### src/rtl/clock_pkg.sv
// clock_pkg: mode encodings, button bit indices and mode helpers shared by the digital-clock blocks.
package clock_pkg;

    localparam logic [3:0] MODE_CLOCK     = 4'b1000;
    localparam logic [3:0] MODE_TIME_SET  = 4'b0001;
    localparam logic [3:0] MODE_ALARM_SET = 4'b0010;
    localparam logic [3:0] MODE_STOPWATCH = 4'b0100;

    localparam int BTN_UP    = 0;
    localparam int BTN_DOWN  = 1;
    localparam int BTN_RIGHT = 2;
    localparam int BTN_LEFT  = 3;

    typedef enum logic [3:0] {
        ST_CLOCK     = MODE_CLOCK,
        ST_TIME_SET  = MODE_TIME_SET,
        ST_ALARM_SET = MODE_ALARM_SET,
        ST_STOPWATCH = MODE_STOPWATCH
    } mode_t;

    function automatic mode_t next_mode(input mode_t m);
        return (m == ST_CLOCK)     ? ST_TIME_SET  :
               (m == ST_TIME_SET)  ? ST_ALARM_SET :
               (m == ST_ALARM_SET) ? ST_STOPWATCH : ST_CLOCK;
    endfunction

    function automatic logic is_edit(input mode_t m);
        return (m == ST_TIME_SET) || (m == ST_ALARM_SET);
    endfunction

endpackage

### src/rtl/idle_timer.sv
// idle_timer: saturating 8-bit tick counter that pulses expire on the TIMEOUT_TICKS-th tick since clear.
module idle_timer #(
    parameter int TIMEOUT_TICKS = 30
) (
    input  logic clk,
    input  logic rst,
    input  logic clear,
    input  logic tick,
    input  logic enable,
    output logic expire
);

    logic [7:0] count;

    // Expiry looks only at the registered count so the caller may fold expiry into clear.
    assign expire = enable && tick && (count == 8'(TIMEOUT_TICKS - 1));

    always_ff @(posedge clk) begin
        if (rst || clear)
            count <= '0;
        else if (tick && count != 8'hFF)
            count <= count + 8'd1;
    end

endmodule

### src/rtl/mode_sequencer.sv
// mode_sequencer: one-hot mode FSM with gated button forwarding and commit strobes.
// Optional inactivity return to CLOCK when MODE_TIMEOUT_EN is defined.
module mode_sequencer
    import clock_pkg::*;
#(
    parameter int TIMEOUT_TICKS = 30
) (
    input  logic       CLK,
    input  logic       RESET,
    input  logic       TICK_1HZ,
    input  logic       MODE_BTN,
    input  logic [3:0] NUM_SYNC,
    output logic [3:0] MODE,
    output logic [3:0] NUM_OUT,
    output logic       TIME_LOAD,
    output logic       ALARM_LOAD
);

    mode_t      state, next_state;
    logic       dirty, dirty_next, editing, activity, timeout, change;
    logic       time_load_next, alarm_load_next;
    logic [3:0] num_next;

    assign MODE     = state;
    assign editing  = is_edit(state);
    assign activity = MODE_BTN | NUM_SYNC[BTN_UP] | NUM_SYNC[BTN_DOWN] | NUM_SYNC[BTN_RIGHT] | NUM_SYNC[BTN_LEFT];

`ifdef MODE_TIMEOUT_EN
    logic expire;

    idle_timer #(.TIMEOUT_TICKS(TIMEOUT_TICKS)) u_idle_timer (
        .clk    (CLK),
        .rst    (RESET),
        .clear  (activity | change),
        .tick   (TICK_1HZ),
        .enable (editing),
        .expire (expire)
    );

    assign timeout = expire & ~activity;
`else
    logic unused_tick;
    assign unused_tick = TICK_1HZ | (TIMEOUT_TICKS == 0);
    assign timeout     = 1'b0;
`endif

    always_comb begin
        next_state      = MODE_BTN ? next_mode(state) : timeout ? ST_CLOCK : state;
        change          = next_state != state;
        // Edits coinciding with a mode change are not forwarded, so they do not mark dirty either.
        dirty_next      = change ? 1'b0 : (editing && (NUM_SYNC[BTN_UP] || NUM_SYNC[BTN_DOWN])) ? 1'b1 : dirty;
        time_load_next  = change && dirty && state == ST_TIME_SET;
        alarm_load_next = change && dirty && state == ST_ALARM_SET;
        num_next        = (state != ST_CLOCK && !change) ? NUM_SYNC : 4'b0000;
    end

    always_ff @(posedge CLK) begin
        if (RESET) begin
            state      <= ST_CLOCK;
            dirty      <= 1'b0;
            NUM_OUT    <= 4'b0000;
            TIME_LOAD  <= 1'b0;
            ALARM_LOAD <= 1'b0;
        end else begin
            state      <= next_state;
            dirty      <= dirty_next;
            NUM_OUT    <= num_next;
            TIME_LOAD  <= time_load_next;
            ALARM_LOAD <= alarm_load_next;
        end
    end

endmodule

### config.mk
export PLATFORM = sky130hd
export DESIGN_NAME = mode_sequencer
export DESIGN_NICKNAME = d
export VERILOG_FILES = /design/src/rtl/clock_pkg.sv /design/src/rtl/idle_timer.sv /design/src/rtl/mode_sequencer.sv
export SDC_FILE = /design/constraint.sdc
export NUM_CORES = 1
export LEC_CHECK = 0
export ABC_AREA = 1
export CORE_AREA = 2 2 39 41
export DETAILED_ROUTE_END_ITERATION = 12
export DIE_AREA = 0 0 41 43
export GPL_TIMING_DRIVEN = 0
export HOLD_SLACK_MARGIN = 0.03
export PLACE_DENSITY = 0.73
export SLEW_MARGIN = 0
export SYNTH_ARGS = -nofsm -noshare
export SYNTH_HDL_FRONTEND = slang
export SYNTH_HIERARCHICAL = 1
export SYNTH_SLANG_ARGS = --single-unit
### constraint.sdc
create_clock -name CLK -period 0.8 [get_ports CLK]
set_input_delay 0.12 -clock CLK [delete_from_list [all_inputs] [get_ports CLK]]
set_output_delay 0.12 -clock CLK [all_outputs]
set_load 0.1 [all_outputs]
==> results.txt, run 1 <==
The maximum fanout encountered on the critical timing path is 5. The final clock skew is about 0.0076 ns. TritonCTS built the clock tree. The number of nets in the final layout is 80.

The number of fill cells in the layout came out at 119. The area growth from synthesis to layout came out at 105%. The worst-case vdd ir drop came out at about 0.001 V.

The max-capacitance violation count came out at 0. The pin count of the biggest net entering global routing is 9. The die outline area came out at between 1500 and 2000 um2.

The worst setup slack for register-to-register paths came out at -0.14 ns. In this run the tightest slew margin relative to its limit is 81.4%. The fraction of layout cells with a size suffix above 1 came out at 54.9%. The area used by multi-input combinational logic is between 150 and 200 um2.

The initial antenna violation count was 0. The starting density of the core is roughly 27%. The combined area of all synthesized cells is around 380 um2. The total core area is around 1400 um2. The number of warnings reported in the yosys synthesis log came out at 6. The min-delay analysis places its worst path in the category in2reg. 0 antenna diodes ended up in the layout.

The worst setup path is launched from a register. Counting instances in the post-synthesis netlist gives the leading cell types as sky130_fd_sc_hd__dfxtp_1 (11), sky130_fd_sc_hd__nor2_1 (11), sky130_fd_sc_hd__inv_1 (9). The all-layer global routing usage came out at 12.1%. The detailed router finished its first iteration with 2 violations. The worst path uses 120% of the clock period. In this run the worst setup path terminates at MODE[3]. The data required time at the worst endpoint is 0.68 ns. The final count of pins violating max slew came out at 0. The total number of placement rows came out at 14. The average wire length per cell after detail routing is between 10 and 15 um.

In the post-synthesis netlist, the biggest area contributors are sky130_fd_sc_hd__dfxtp_1 (58%), sky130_fd_sc_hd__nor2_1 (11%), sky130_fd_sc_hd__inv_1 (8.9%). Counting along the longest clock path gives a buffer depth of 2. The maximum clock frequency came out at 1040 MHz. The final critical-path required period came out at 0.960 ns. The net switching power of the design came out at 463 uW. The area occupied by registers came out at roughly 240 um2.

The final weighted congestion in routability-driven placement came out at 0.764. The mean cell area of the mapped netlist came out at between 7 and 8 um2. The number of placed instances, taps included is just over 80. The proportion of synthesized flip-flops having asynchronous set or reset came out at 0%. The data arrival time at the worst-slack endpoint came out at 0.84 ns. Traced cell by cell, the critical path runs through buf_12. The wire length of the first global-routing pass is 1400 um. The run finished, with violations left. The hold violation count in the final report is 0. The share of synthesized area occupied by flip-flops and latches came out at 57.9%. The clock latency on the worst-skew pair is 0.27 ns. The via count normalized by instance count came out at 4.28.

The CTS clock-pin slew for the worst setup and hold paths came out at 0.06 ns. After detailed routing, the number of remaining DRC violations is 0. The cell-internal power is 907 uW. For this design the static power due to leakage is 0.340 nW. The kind of critical path is reg2out. After legalization and detailed placement, the total HPWL measured 582 um. The final wirelength came out at 880 um. The setup-violating endpoint count in the final report came out at 20. CTS built an H-tree with a depth of 1. The worst slack after detailed placement is -0.793 ns. Global routing finished with a remaining overflow of 0.

At the pin with the least slew margin, the transition time is 0.279 ns. In this run the vertical extent of the chip is 43 um. The kind of cell with the highest combined delay along the critical path is flip-flops. The count of nets left with antenna violations once routing finished came out at 0. The minimum setup slack in the final design is -0.160 ns. The number of instances in the synthesized netlist came out at 49. After the flow finishes, the layout carries non-filler instances totaling 87.

The distinct cell type count of the synthesized netlist came out at 8. On the worst path, the slowest cell contributes a delay of 0.39 ns. In this run the tool buffered the top-level ports with 16 buffer cells. The number of nets produced by synthesis is 57.

The number of optimization iterations in the first detailed-route pass is 4. The fraction of power consumed by sequential logic is about 44%. Counting flops and latches in the post-synthesis netlist gives 11. The part of the power in combinational logic came out at between 20% and 30%. The number of clock sinks seen by CTS came out at 11. The share of total power consumed by net switching came out at between 30% and 40%.

The final reports fail on setup timing. The portion of synthesized cell area occupied by the leading cell type is 57.9%. The cell sitting at the root of the clock tree is a sky130_fd_sc_hd__clkbuf_4. The critical path starts at MODE[3]. Power spread over the standard cell area amounts to 1760 nW/um2. The number of buffers created by CTS is 3. The capture instance of the worst register-to-register path is MODE[0]. Setup repair after global routing could not meet its margin everywhere. The die boundary width came out at a little over 40 um. The logic depth of the worst register-to-register path is 5. The critical path endpoint category is an output port. In this run, post-CTS hold repair placed 0 buffers.

In this run the critical register-to-register path is launched from MODE[2]. The synthesized design contains 0 enable-type register cells. The post-route setup TNS came out at -2.14 ns.

The cell with the largest stage delay on the worst path is sky130_fd_sc_hd__dfxtp_4. The depth of the critical timing path with buffers and inverters included came out at 1. The via count came out at 372. The number of global-route vias before repair is about 330.

The fraction of power consumed by the clock network is 27.9%. The number of buffers and inverters on the critical path is 1. The synthesized design spends more area on one cell type than any other, namely sky130_fd_sc_hd__dfxtp_1.

The I/O pin count came out at 18. The dominant register cell in the synthesized netlist is sky130_fd_sc_hd__dfxtp_1.
-- cell type report --
cell class | count | area share (%)
Inverter | 9 | 4.33
Multi-Input combinational cell | 29 | 22.5
Clock buffer | 4 | 3.37
Tap cell | 16 | 2.57
Sequential cell | 11 | 31.1
Timing Repair Buffer | 18 | 36.1
-- cells in the final DEF, fill, tap and decap left out, types with 2 or more instances in the layout --
cell,instances
sky130_fd_sc_hd__nand2_1,4
sky130_fd_sc_hd__clkdlybuf4s50_1,5
sky130_fd_sc_hd__nand2_2,2
sky130_fd_sc_hd__dfxtp_4,4
sky130_fd_sc_hd__o21ai_0,3
sky130_fd_sc_hd__nor2_1,6
sky130_fd_sc_hd__inv_2,2
sky130_fd_sc_hd__nor2_4,2
sky130_fd_sc_hd__nand3_2,2
sky130_fd_sc_hd__a21oi_2,2
sky130_fd_sc_hd__nor2_2,3
sky130_fd_sc_hd__inv_1,7
sky130_fd_sc_hd__buf_12,10
sky130_fd_sc_hd__a21oi_1,2
sky130_fd_sc_hd__clkbuf_4,3
sky130_fd_sc_hd__dfxtp_2,6
-- what timing repair did --
action                                  in CTS  in global routing
endpoints found under the setup margin      17                 21
setup buffers                                2                  0
gates resized for setup                     91                 13
pin swaps                                    3                  1
-- worst min path at each step --
stage | to | from | cells after the start
floorplan | MODE[0] | RESET | 1
global placement | dirty | dirty | 2
detailed placement | dirty | dirty | 2
CTS | NUM_OUT[3] | NUM_SYNC[3] | 3
global route | MODE[2] | MODE_BTN | 2
finish | MODE[2] | MODE_BTN | 2
-- per-stage QoR --
stage	total power [mW]	utilization, %	hold WS, ns	instance area, um2
global placement	0.907	42.7	0.452	591
floorplan	0.822	-	0.183	410
finish	1.37	56.3	0.214	779
global route	1.44	56.3	0.221	779
CTS	1.35	53.1	0.356	734
detailed placement	0.911	42.7	0.454	591
-- power groups by stage --
stage	logic, mW	clock network [mW]	registers [mW]
floorplan	0.0567	0	0.765
global placement	0.306	0	0.601
detailed placement	0.309	0	0.602
CTS	0.362	0.383	0.604
global route	0.398	0.426	0.612
finish	0.379	0.382	0.608
-- cell families (layout without fill, tap and decap cells) --
family | count (synthesis) | after routing | share of synthesized area (%)
and+or+nand+nor | 21 | 21 | 21.7
AOI/OAI and AO/OA | 8 | 8 | 11.5
buffers and inverters | 9 | 31 | 8.88
DFF | 11 | 11 | 57.9
-- registers in the layout, summed over array words and instances (netlist names) --
name and count:
dirty 1, MODE 4, NUM_OUT 4, TIME_LOAD 1
ALARM_LOAD 1
-- layer usage --
layer	vias up	global-route usage (%)	wire, um
met5	-	0	0
met4	0	10.0	20
met3	3	1.57	36
met2	11	16.6	464
met1	162	16.0	358
li1	196	-	-
Note: power is estimated with default switching activity, not from simulation.
==> inputs of run 2 (changes only) <==
--- a/config.mk
+++ b/config.mk
@@ -15,5 +15,4 @@
 export SLEW_MARGIN = 0
 export SYNTH_ARGS = -nofsm -noshare
 export SYNTH_HDL_FRONTEND = slang
-export SYNTH_HIERARCHICAL = 1
 export SYNTH_SLANG_ARGS = --single-unit
==> constraint.sdc (replaced) <==
create_clock -name CLK -period 0.8 [get_ports CLK]
set_input_delay 0.2 -clock CLK [delete_from_list [all_inputs] [get_ports CLK]]
set_output_delay 0.2 -clock CLK [all_outputs]
set_load 0.1 [all_outputs]
==> run 2 against run 1 <==
- clock skew fell by 0.0043 ns
- register-to-register slack barely moved
- hold slack improved by 0.22 ns
- the flow still finishes with violations (setup timing)
- largest cell class unchanged
- highest routed layer unchanged
- wire length rose by 5.5%
- largest power group unchanged
- utilization fell by 0.54 points
- critical endpoint is now MODE[2]
- final cell count did not move
- clock power fell by 2%
==> results.txt, run 2 <==
The run finished, with violations left. The checks that failed: setup timing. The via count is 393. STA classifies the critical path startpoint as a register. In this run the vertical extent of the chip is between 40 and 50 um. The combined area of all synthesized cells is 380 um2.

After synthesis, the most frequently instantiated cells are sky130_fd_sc_hd__dfxtp_1 (11), sky130_fd_sc_hd__nor2_1 (11), sky130_fd_sc_hd__inv_1 (9). Counting the fill cells in the layout gives 128. The final cell area excluding filler cells is 772 um2. Setup repair after global routing could not meet its margin everywhere. After the first detailed-routing iteration, the DRC count stood at 8. The setup-violating endpoint count in the final report came out at 20.

The worst setup path is captured at an output port. The number of antenna diodes in the final layout is 0. The maximum clock frequency is slightly below 1000 MHz. For this run, design rule violations remaining after detail routing come to 0. The data arrival time at the worst-slack endpoint came out at 0.83 ns. The hold violation count in the final report is 0. TritonCTS built the clock tree.

In this run, CTS created clock tree buffers numbering 3. The power per cell area came out at between 1500 and 2000 nW/um2. Net switching is between 30% and 40% of the power. The number of clock sinks seen by CTS is 11. The clock network burns between 20 and 30% of the power.

The final wirelength came out at ~930 um. In the final timing run, aggregate negative setup slack is -2.92 ns. Among all flip-flop cells after synthesis, the most frequent one is sky130_fd_sc_hd__dfxtp_1. The actual slew at the worst max-slew pin is between 0.2 and 0.3 ns. The worst hold slack after final layout is 0.430 ns.

Along the worst hold path, the cell count comes to 2. The fraction of power consumed by sequential logic is between 40 and 50%. The area growth from synthesis to layout came out at 103%. The final clock skew is 0.00322 ns.

Once the floorplan was initialized, standard cells occupied 27.5% of the core. On the worst path, the slowest cell contributes a delay of approximately 0.38 ns. The H-tree depth is 1. The net switching power of the design came out at 449 uW. The total core area came out at about 1400 um2. Traced cell by cell, the critical path runs through buf_12. The number of placed instances, taps included came out at 81. Synthesis produced a netlist whose cell count is 49.

In the layout the commonest cells are sky130_fd_sc_hd__dfxtp_4 (10), sky130_fd_sc_hd__buf_12 (10), sky130_fd_sc_hd__nor2_1 (8). In the final routed layout, each cell accounts on average for between 10 and 15 um. The post-detailed-route count of antenna-violating nets came out at 0. Prior to clock tree synthesis, the placed netlist has a worst setup slack of -0.872 ns. The number of nets in the final layout is 80.

VDD sags by at most 0.00108 V. The mean cell area of the mapped netlist came out at 7.76 um2. The number of flops mapped to enable cells by yosys is 0. The number of hold buffers added after CTS came out at 0. The max-capacitance violation count is 0. The final count of pins violating max slew is 0. Clock tree synthesis selected as its root buffer the cell sky130_fd_sc_hd__clkbuf_4. Yosys attributes the largest share of cell area to sky130_fd_sc_hd__dfxtp_1 (58%), sky130_fd_sc_hd__nor2_1 (11%), sky130_fd_sc_hd__inv_1 (8.9%). The area occupied by registers is around 260 um2. The number of buffers and inverters on the critical path came out at 1.

Among all stages on the critical path, the largest delay is contributed by sky130_fd_sc_hd__dfxtp_4. From left edge to right edge, the die measures 41 um. The path class of the tightest hold or removal check is in2reg. In this run the tool buffered the top-level ports with 16 buffer cells.

The setup path with the least slack is of type reg2out. The fraction of layout cells with a size suffix above 1 is 54.9%. The final core area utilization came out at 55.8%. In this run the number of cells on the critical path is 1. The data required time at the worst endpoint came out at 0.60 ns.

The initial antenna violation count was 0. The remaining max-slew budget at the tightest pin is 80.6%. The number of nets produced by synthesis is between 50 and 60. The cell area after placement is 606 um2.

The pin count of the biggest net entering global routing came out at 9. The clock latency on the worst-skew pair is 0.27 ns. The post-layout total power came out at 1.34 mW. The maximum buffer depth of the clock tree is 2.

The library cell with the largest summed area after synthesis is sky130_fd_sc_hd__dfxtp_1. The distinct cell type count of the synthesized netlist is 8. At the end of routability-driven placement, the weighted congestion stood at between 0.7 and 0.8. The part of the power in combinational logic is between 20% and 30%. Row generation in the floorplan step produced 14 rows. The finished layout holds 87 standard cells, fillers aside.

In this run the worst path has a maximum fanout of 4. The area used by multi-input combinational logic came out at around 160 um2. For this run, asynchronously set or reset flops after synthesis account for 0%. The portion of synthesized cell area occupied by the leading cell type came out at 57.9%. Setup slack on the critical path of the routed design comes to -0.226 ns. The number of global-route vias before repair is 358. Before antenna repair, the detailed router went through 4 iterations. The number of warnings reported in the yosys synthesis log came out at 0.

The wire length of the first global-routing pass is 1440 um. The final period utilization is 128%. Global routing used 12.6% of the available tracks across all layers. The CTS clock-pin slew for the worst setup and hold paths came out at 0.06 ns. The standby leakage power came out at 0.319 nW.

The die outline area is roughly 1800 um2. The logic depth of the worst register-to-register path is 5. Global routing finished with a remaining overflow of 0. The synthesis-stage register bit count is 11. The I/O pin count is 18. The HPWL after detailed placement is 639 um.

The share of synthesized area occupied by flip-flops and latches is between 50% and 60%. The final critical-path required period is 1.03 ns. The via count normalized by instance count is roughly 4.5.

The cell-internal power came out at 888 uW. The cell family contributing the most delay on the critical path is flip-flops.
[run 2: changes by cell type in the layout (fill, tap and decap cells not counted), sizes merged]
cell / previous run / this run
dlymetal6s2s: 1 / 0
dlygate4sd2: 0 / 1
[run 2: area by class of cell]
| class | count | area share (%) |
|---|---|---|
| well taps | 16 | 2.59 |
| multi-input cells | 29 | 20.3 |
| inverters | 9 | 4.38 |
| repair buffers | 18 | 36.0 |
| clock buffers | 4 | 3.40 |
| flip-flops and latches | 11 | 33.4 |
[run 2: layer usage]
metal / wire length (um) / part of all wire (%) / up-vias / track usage [%]
li1: - / - / 196 / -
met1: 360 / 39 / 183 / 13.1
met2: 517 / 56 / 11 / 20.0
met3: 25 / 2.7 / 3 / 1.57
met4: 26 / 2.8 / 0 / 12.0
met5: 0 / 0 / - / 0
[run 2: timing repair]
action | 4_1_cts | 5_1_grt
setup endpoints to repair | 21 | 21
buffers inserted | 2 | 0
pin swaps | 2 | 1
resized for setup | 94 | 8
hold endpoints to repair | 0 | 0
[run 2: cell families (layout without fill, tap and decap cells)]
kind of cell           Yosys count  in the layout  share of synthesized area (%)
AO/OA/AOI/OAI                    8              8                           11.5
AND/OR/NAND/NOR                 21             21                           21.7
flip-flops                      11             11                           57.9
buffers and inverters            9             31                           8.88
[run 2: worst paths after layout]
kind,start,end,slack (ns)
hold / removal,MODE_BTN,MODE[2],0.43
setup reg to reg,MODE[2],MODE[0],-0.14
setup / recovery,MODE[2],MODE[2],-0.23
hold reg to reg,dirty,dirty,0.47
[run 2: power groups by stage]
| stage | clock (mW) | sequential [mW] | combinational (mW) |
|---|---|---|---|
| after detailed placement | 0 | 0.587 | 0.308 |
| after global routing | 0.408 | 0.592 | 0.390 |
| after CTS | 0.384 | 0.587 | 0.363 |
| final | 0.374 | 0.590 | 0.374 |
| after floorplan | 0 | 0.750 | 0.0557 |
| after global placement | 0 | 0.585 | 0.305 |
